$ cat src/rtl/dsp48a1_mac_seq_if.sv
// Handshake, run-control and slice-facing signals of the DSP48A1 MAC sequencer.
// slave = the sequencer itself, master = the operand source / result sink / slice side.
interface dsp48a1_mac_seq_if #(
  parameter int LEN_WIDTH = 16
);
  logic                 start;
  logic [LEN_WIDTH-1:0] len;
  logic                 busy;
  logic                 s_valid;
  logic                 s_ready;
  logic [17:0]          s_a;
  logic [17:0]          s_b;
  logic [17:0]          dsp_a;
  logic [17:0]          dsp_b;
  logic [7:0]           dsp_opmode;
  logic [47:0]          dsp_p;
  logic                 res_valid;
  logic                 res_ready;
  logic [47:0]          res_data;

  modport slave (
    input  start, len, s_valid, s_a, s_b, res_ready, dsp_p,
    output busy, s_ready, dsp_a, dsp_b, dsp_opmode, res_valid, res_data
  );

  modport master (
    output start, len, s_valid, s_a, s_b, res_ready, dsp_p,
    input  busy, s_ready, dsp_a, dsp_b, dsp_opmode, res_valid, res_data
  );
endinterface

$ cat src/rtl/dsp48a1_mac_seq.sv
// Streams (a, b) pairs into a DSP48A1 as a MAC, aligns OPMODE to the slice
// pipeline and returns the final P once the last product has landed.
//
// state | meaning
// IDLE  | waiting for start
// ACCUM | accepting operand pairs, issuing one per cycle
// DRAIN | all pairs issued, waiting for the last tag to leave the pipeline
// OUT   | res_data held, waiting for res_ready
module dsp48a1_mac_seq #(
  parameter int P_LATENCY    = 3,
  parameter int OPMODE_DELAY = 1,
  parameter int LEN_WIDTH    = 16
) (
  input  logic             CLK,
  input  logic             RST,
  dsp48a1_mac_seq_if.slave bus
);
  typedef enum logic [1:0] {IDLE, ACCUM, DRAIN, OUT} state_t;

  localparam logic [7:0] OP_IDLE  = 8'h00;
  localparam logic [7:0] OP_FIRST = 8'h01;
  localparam logic [7:0] OP_ACC   = 8'h09;
  localparam logic [7:0] OP_HOLD  = 8'h08;

  state_t               state, state_next;
  logic [LEN_WIDTH-1:0] len_q;
  logic [LEN_WIDTH-1:0] issued_cnt;
  logic [LEN_WIDTH-1:0] cnt_inc;
  logic [17:0]          a_q, b_q;
  logic [7:0]           iss_op, op_next;
  logic                 iss_last;
  logic [P_LATENCY-1:0] tag_pipe;
  logic [47:0]          res_q;
  logic                 s_ready, accept, last_accept, tag_exit;

  assign cnt_inc     = issued_cnt + 1'b1;
  assign s_ready     = (state == ACCUM) && (issued_cnt < len_q);
  assign accept      = bus.s_valid && s_ready;
  assign last_accept = accept && (cnt_inc == len_q);
  assign tag_exit    = tag_pipe[P_LATENCY-1];

  always_ff @(posedge CLK or posedge RST) begin
    if (RST) state <= IDLE;
    else     state <= state_next;
  end

  always_comb begin
    state_next = state;
    op_next    = OP_IDLE;
    unique case (state)
      IDLE:    if (bus.start) state_next = (bus.len == '0) ? OUT : ACCUM;
      ACCUM:   if (last_accept) state_next = DRAIN;
      DRAIN:   if (tag_exit) state_next = OUT;
      OUT:     if (bus.res_ready) state_next = IDLE;
      default: state_next = IDLE;
    endcase
    // opcode describes the cycle that follows this edge, i.e. the issue cycle
    if (accept)
      op_next = (issued_cnt == '0) ? OP_FIRST : OP_ACC;
    else if (state_next == ACCUM || state_next == DRAIN)
      op_next = OP_HOLD;
  end

  always_ff @(posedge CLK or posedge RST) begin
    if (RST) begin
      len_q      <= '0;
      issued_cnt <= '0;
      a_q        <= '0;
      b_q        <= '0;
      iss_op     <= OP_IDLE;
      iss_last   <= 1'b0;
      tag_pipe   <= '0;
      res_q      <= '0;
    end else begin
      if (state == IDLE && bus.start) begin
        len_q      <= bus.len;
        issued_cnt <= '0;
      end else if (accept) begin
        issued_cnt <= cnt_inc;
      end
      a_q      <= accept ? bus.s_a : '0;
      b_q      <= accept ? bus.s_b : '0;
      iss_op   <= op_next;
      iss_last <= last_accept;
      tag_pipe[0] <= iss_last;
      for (int i = 1; i < P_LATENCY; i++) tag_pipe[i] <= tag_pipe[i-1];
      if (state == IDLE && bus.start && bus.len == '0)
        res_q <= '0;
      else if (state == DRAIN && tag_exit)
        res_q <= bus.dsp_p;
    end
  end

  // the slice registers OPMODE once more, so it must trail the operands
  generate
    if (OPMODE_DELAY == 0) begin : g_op_direct
      assign bus.dsp_opmode = iss_op;
    end else begin : g_op_pipe
      logic [7:0] op_pipe [OPMODE_DELAY];
      always_ff @(posedge CLK or posedge RST) begin
        if (RST) begin
          for (int i = 0; i < OPMODE_DELAY; i++) op_pipe[i] <= OP_IDLE;
        end else begin
          op_pipe[0] <= iss_op;
          for (int i = 1; i < OPMODE_DELAY; i++) op_pipe[i] <= op_pipe[i-1];
        end
      end
      assign bus.dsp_opmode = op_pipe[OPMODE_DELAY-1];
    end
  endgenerate

  assign bus.busy      = (state != IDLE);
  assign bus.s_ready   = s_ready;
  assign bus.res_valid = (state == OUT);
  assign bus.res_data  = res_q;
  assign bus.dsp_a     = a_q;
  assign bus.dsp_b     = b_q;
endmodule

$ cat src/flat_wrapper.sv
// flat-port wrapper written by rule: the top's interface ports become plain ports
module dsp48a1_mac_seq_flat 
#(
  parameter int P_LATENCY    = 3,
  parameter int OPMODE_DELAY = 1,
  parameter int LEN_WIDTH    = 16
)
  (CLK, RST, bus_start, bus_len, bus_s_valid, bus_s_a, bus_s_b, bus_res_ready, bus_dsp_p, bus_busy, bus_s_ready, bus_dsp_a, bus_dsp_b, bus_dsp_opmode, bus_res_valid, bus_res_data);
  dsp48a1_mac_seq_if #(.LEN_WIDTH(LEN_WIDTH)) bus_i ();
  input  logic CLK;
  input  logic RST;
  input wire logic [$bits(bus_i.start)-1:0] bus_start;
  input wire logic [$bits(bus_i.len)-1:0] bus_len;
  input wire logic [$bits(bus_i.s_valid)-1:0] bus_s_valid;
  input wire logic [$bits(bus_i.s_a)-1:0] bus_s_a;
  input wire logic [$bits(bus_i.s_b)-1:0] bus_s_b;
  input wire logic [$bits(bus_i.res_ready)-1:0] bus_res_ready;
  input wire logic [$bits(bus_i.dsp_p)-1:0] bus_dsp_p;
  output wire logic [$bits(bus_i.busy)-1:0] bus_busy;
  output wire logic [$bits(bus_i.s_ready)-1:0] bus_s_ready;
  output wire logic [$bits(bus_i.dsp_a)-1:0] bus_dsp_a;
  output wire logic [$bits(bus_i.dsp_b)-1:0] bus_dsp_b;
  output wire logic [$bits(bus_i.dsp_opmode)-1:0] bus_dsp_opmode;
  output wire logic [$bits(bus_i.res_valid)-1:0] bus_res_valid;
  output wire logic [$bits(bus_i.res_data)-1:0] bus_res_data;
  assign bus_i.start = bus_start;
  assign bus_i.len = bus_len;
  assign bus_i.s_valid = bus_s_valid;
  assign bus_i.s_a = bus_s_a;
  assign bus_i.s_b = bus_s_b;
  assign bus_i.res_ready = bus_res_ready;
  assign bus_i.dsp_p = bus_dsp_p;
  assign bus_busy = bus_i.busy;
  assign bus_s_ready = bus_i.s_ready;
  assign bus_dsp_a = bus_i.dsp_a;
  assign bus_dsp_b = bus_i.dsp_b;
  assign bus_dsp_opmode = bus_i.dsp_opmode;
  assign bus_res_valid = bus_i.res_valid;
  assign bus_res_data = bus_i.res_data;
  dsp48a1_mac_seq #(.P_LATENCY(P_LATENCY), .OPMODE_DELAY(OPMODE_DELAY), .LEN_WIDTH(LEN_WIDTH)) u_core (.CLK(CLK), .RST(RST), .bus(bus_i));
endmodule
$ cat config.mk
export PLATFORM = sky130hd
export DESIGN_NAME = dsp48a1_mac_seq_flat
export DESIGN_NICKNAME = d
export VERILOG_FILES = /design/src/rtl/dsp48a1_mac_seq_if.sv /design/src/rtl/dsp48a1_mac_seq.sv /design/src/flat_wrapper.sv
export SDC_FILE = /design/constraint.sdc
export NUM_CORES = 1
export LEC_CHECK = 0
export ABC_AREA = 1
export BUFFER_PORTS_ARGS = -buffer_cell sky130_fd_sc_hd__buf_2
export CELL_PAD_IN_SITES_DETAIL_PLACEMENT = 0
export CELL_PAD_IN_SITES_GLOBAL_PLACEMENT = 1
export CORE_ASPECT_RATIO = 0.9
export CORE_MARGIN = 2
export CORE_UTILIZATION = 35
export DETAILED_ROUTE_END_ITERATION = 8
export HOLD_SLACK_MARGIN = 0.02
export PLACE_DENSITY_LB_ADDON = 0.08
export SETUP_SLACK_MARGIN = 0.1
export SKIP_CTS_REPAIR_TIMING = 1
export SYNTH_ARGS = -nofsm -noshare
export SYNTH_HDL_FRONTEND = slang
export SYNTH_SLANG_ARGS = --single-unit
$ cat constraint.sdc
create_clock -name CLK -period 5.1 [get_ports CLK]
set_input_delay 1.02 -clock CLK [delete_from_list [all_inputs] [get_ports CLK]]
set_output_delay 1.02 -clock CLK [all_outputs]
set_load 0.01 [all_outputs]
==> flow_summary_export.csv <==
group,metric,value,unit
cts,cts_tree,"done",
timing,fin_crit_sh,60.34,%
die,core-area,16300,um^2
power,power.density,476.5,nW/um^2
global_route,globalRouteOverflowTotal,0,
yosys,syn_inst,667,
cts,cts_sinks,126,
power,leakage,4.527,nW
finish,syn_to_final_growth,29.50,%
hold_path,hold_path_class,"register to register",
detailed_routing,dr.pass1.iters,4,
yosys,synth_fa_ha_area_share,3.828,%
yosys,syn_area_per_cell,8.820,um^2
flow_run,maxCapViolCount,0,
hold_path,hp-start,"u_core.iss_op[3]",
detailed_routing,wirelength,16670,um
outcome,status,"finished, final reports clean",
detailed_routing,drt_iter0_markers,339,
yosys,synth_top_area_cell,"dfrtp_1",
power,ir_drop,0.2727,mV
global_route,grt.total_usage,19.50,%
critical_path,crit_top_cell,"nand2_1",
cts,clk_latency,0.42,ns
cts,clockBufferDepth,2,
global_route,antenna_found_initial,1,
global_route,grt_pass1_wl,27120,um
critical_path,endpoint_kind,"primary output",
die,placementRows,44,
critical_path,slowest_stage,"dfrtp_1",
yosys,ys_ff_latch,126,
finish,layout.filler_cells,1627,
cts,cts_buffers,17,
timing,finalCriticalPeriod,3.078,ns
critical_path,cp-start-kind,"register",
hold_path,hold_end,"u_core.bus.dsp_opmode[3]",
yosys,synth_top_area_share,53.59,%
die,pin_count,200,
detailed_routing,via_count,5137,
critical_path,crit_arrival,2.06,ns
critical_path,path_cells,"ha_1, nand2_1, o21ai_0, nand2_1, nand3_1, nand2_1, nand2_1, inv_1, buf_2",
placement,place_inst,1047,
finish,drive_gt1_share,28.44,%
critical_path,crit_type,"register to primary output",
placement,placedInstanceArea,7030,um^2
die,die_area,17860,um^2
die,die_y,127.0,um
die,die-width,140.7,um
critical_path,r2r_setup_slack,2.42,ns
timing,fin_worst_skew,0.006725,ns
timing,tns,0,ns
critical_path,r2r_end,"u_core.issued_cnt[12]",
timing,maxSlewViolCount,0,
placement,gp_congestion,0.8065,
detailed_routing,routed_via_density,4.761,
critical_path,r2r_start,"u_core.issued_cnt[3]",
yosys,syn-cell-area,5883,um^2
timing,relSlewSlack,25.08,%
yosys,yosys_warnings,0,
finish,final_util,46.75,%
finish,multi_input_area,2042,um^2
finish,stdcell_count,1079,
cts,cts_root_buf,"clkbuf_16",
timing,worst_pin_slew,1.121,ns
yosys,synth.area.top_cells,"dfrtp_1 (54%), inv_1 (9.3%), a32oi_1 (7.1%)",
global_route,grt_max_degree,51,
yosys,synth_mux_area_share,0,%
critical_path,cp_data_required_time,4.08,ns
global_route,grt_pass1_vias,5282,
yosys,ys_types,28,
yosys,synthSimpleGateAreaFrac,18.78,%
placement,io_buffers,193,
critical_path,r2r_cells,12,
cts,htree_num_levels,4,
cts,clk_pin_slew,0.05,ns
placement,place_hpwl,12160,um
critical_path,max_stage_delay,0.45,ns
finish,final_nets,982,
die,initial_core_util,36.10,%
timing,setup_viol,0,
timing,rsz0062_at_grt,"no",
yosys,ys_seq_area_share,53.59,%
detailed_routing,ant_nets,0,
timing,hold_viol_final,0,
detailed_routing,wire_per_inst,15.45,um
detailed_routing,drc_errors,0,
finish,antenna-diode-count,0,
yosys,synth-xor-area-share,0,%
timing,max_freq,0.3249,GHz
critical_path,cp_max_fo,6,
yosys,synth_compound_area_share,11.59,%
yosys,synth_top_family_by_area,"simple AND/OR/NAND/NOR gates",
finish,fin_area,7619,um^2
hold_path,hold_path_depth,0,
finish,seqCellArea,3153,um^2
## state kept, by name, indices dropped and copies added, names as in the netlist
name	flops
u_core.state	2
u_core.bus.res_data	48
u_core.bus.dsp_a	18
u_core.iss_op	2
u_core.len_q	16
u_core.iss_last	1
u_core.issued_cnt	16
u_core.bus.dsp_b	18
u_core.tag_pipe	3
u_core.bus.dsp_opmode	2
## power by group
part | switching [W] | internal [W] | total [W]
sequential | 0.000149 | 0.00121 | 0.00136
combinational | 0.000694 | 0.000383 | 0.00108
clock | 0.000441 | 0.000757 | 0.00120
## worst max-delay path, delay by kind of cell, from the launching register on
family                     cells  cell delay (ns)
and+or+nand+nor                5             0.45
adders and majority gates      1             0.34
AOI/OAI and AO/OA              1             0.23
buffers and inverters          2             0.18
DFF                            1             0.45
## through the flow
step / hold WS, ns / total power [W] / setup slack (ns)
final: 0.3486 / 0.003631 / 2.022
after global routing: 0.3551 / 0.003903 / 1.856
after CTS: 0.3504 / 0.003678 / 1.989
after detailed placement: 0.3378 / 0.002454 / 2.001
after global placement: 0.3327 / 0.002450 / 2.053
after floorplan: 0.3312 / 0.002050 / 0.7241
## Yosys cell counts
cell type  count
o41ai_1        1
nand4_1       19
inv_1        146
nand2_2        4
buf_6          1
nand3_1       50
o22ai_1        7
a32oi_1       48
nor4_1         3
a21oi_1       11
buf_4          6
nor2_4         4
clkinv_1       1
dfrtp_1      126
buf_2          4
nand3_2        2
inv_2          3
nor2_2         4
a31o_2         1
o21ai_0       29
nand3b_1       2
ha_1          18
clkbuf_1      18
buf_1          2
nand2_1      100
nor2_1        55
nor3_1         1
conb_1         1
## layout by cell type (no fill, tap or decap), types with 6 or more instances in the layout
cell type   count
ha_1           18
nand4_1        19
a32oi_1        48
buf_2         193
a21oi_1        11
dfrtp_1       126
clkinvlp_4      6
nand2_1       100
clkbuf_16      17
conb_1          6
buf_4           6
inv_1         145
nor2_1         54
o22ai_1         7
nand3_1        50
o21ai_0        29
## final cells by class
cell class	count	share of cell area, %
Sequential cell	126	41.39
Multi-Input combinational cell	365	26.80
Timing Repair Buffer	199	13.27
Inverter	150	7.423
Clock buffer	23	6.274
Tap cell	207	3.400
Clock inverter	9	1.445
## cells by family (layout without fill, tap and decap cells)
kind of cell	after synthesis	count (layout)
AND/OR/NAND/NOR	244	244
buffers and inverters	181	381
flip-flops	126	126
AO/OA/AOI/OAI	97	97
adder cells (fa/ha/maj)	18	18
other	1	6
## worst max path at each step
stage / startpoint / to / depth (start not counted)
finish: u_core.issued_cnt[3] / bus_s_ready / 9
global route: u_core.issued_cnt[13] / bus_s_ready / 9
global placement: bus_start / u_core.bus.res_data[47] / 9
CTS: u_core.issued_cnt[0] / bus_s_ready / 11
floorplan: RST / u_core.bus.dsp_a[0] / 1
detailed placement: bus_start / u_core.bus.res_data[46] / 9
## per-layer routing
| metal | vias up | share of wire, % | track usage [%] |
|---|---|---|---|
| met1 | 2425 | 46 | 25.96 |
| li1 | 2547 | - | - |
| met3 | 15 | 7.9 | 7.271 |
| met5 | - | 0 | 0 |
| met2 | 150 | 45 | 29.56 |
| met4 | 0 | 1.1 | 6.529 |
Note: power is estimated with default switching activity, not from simulation.
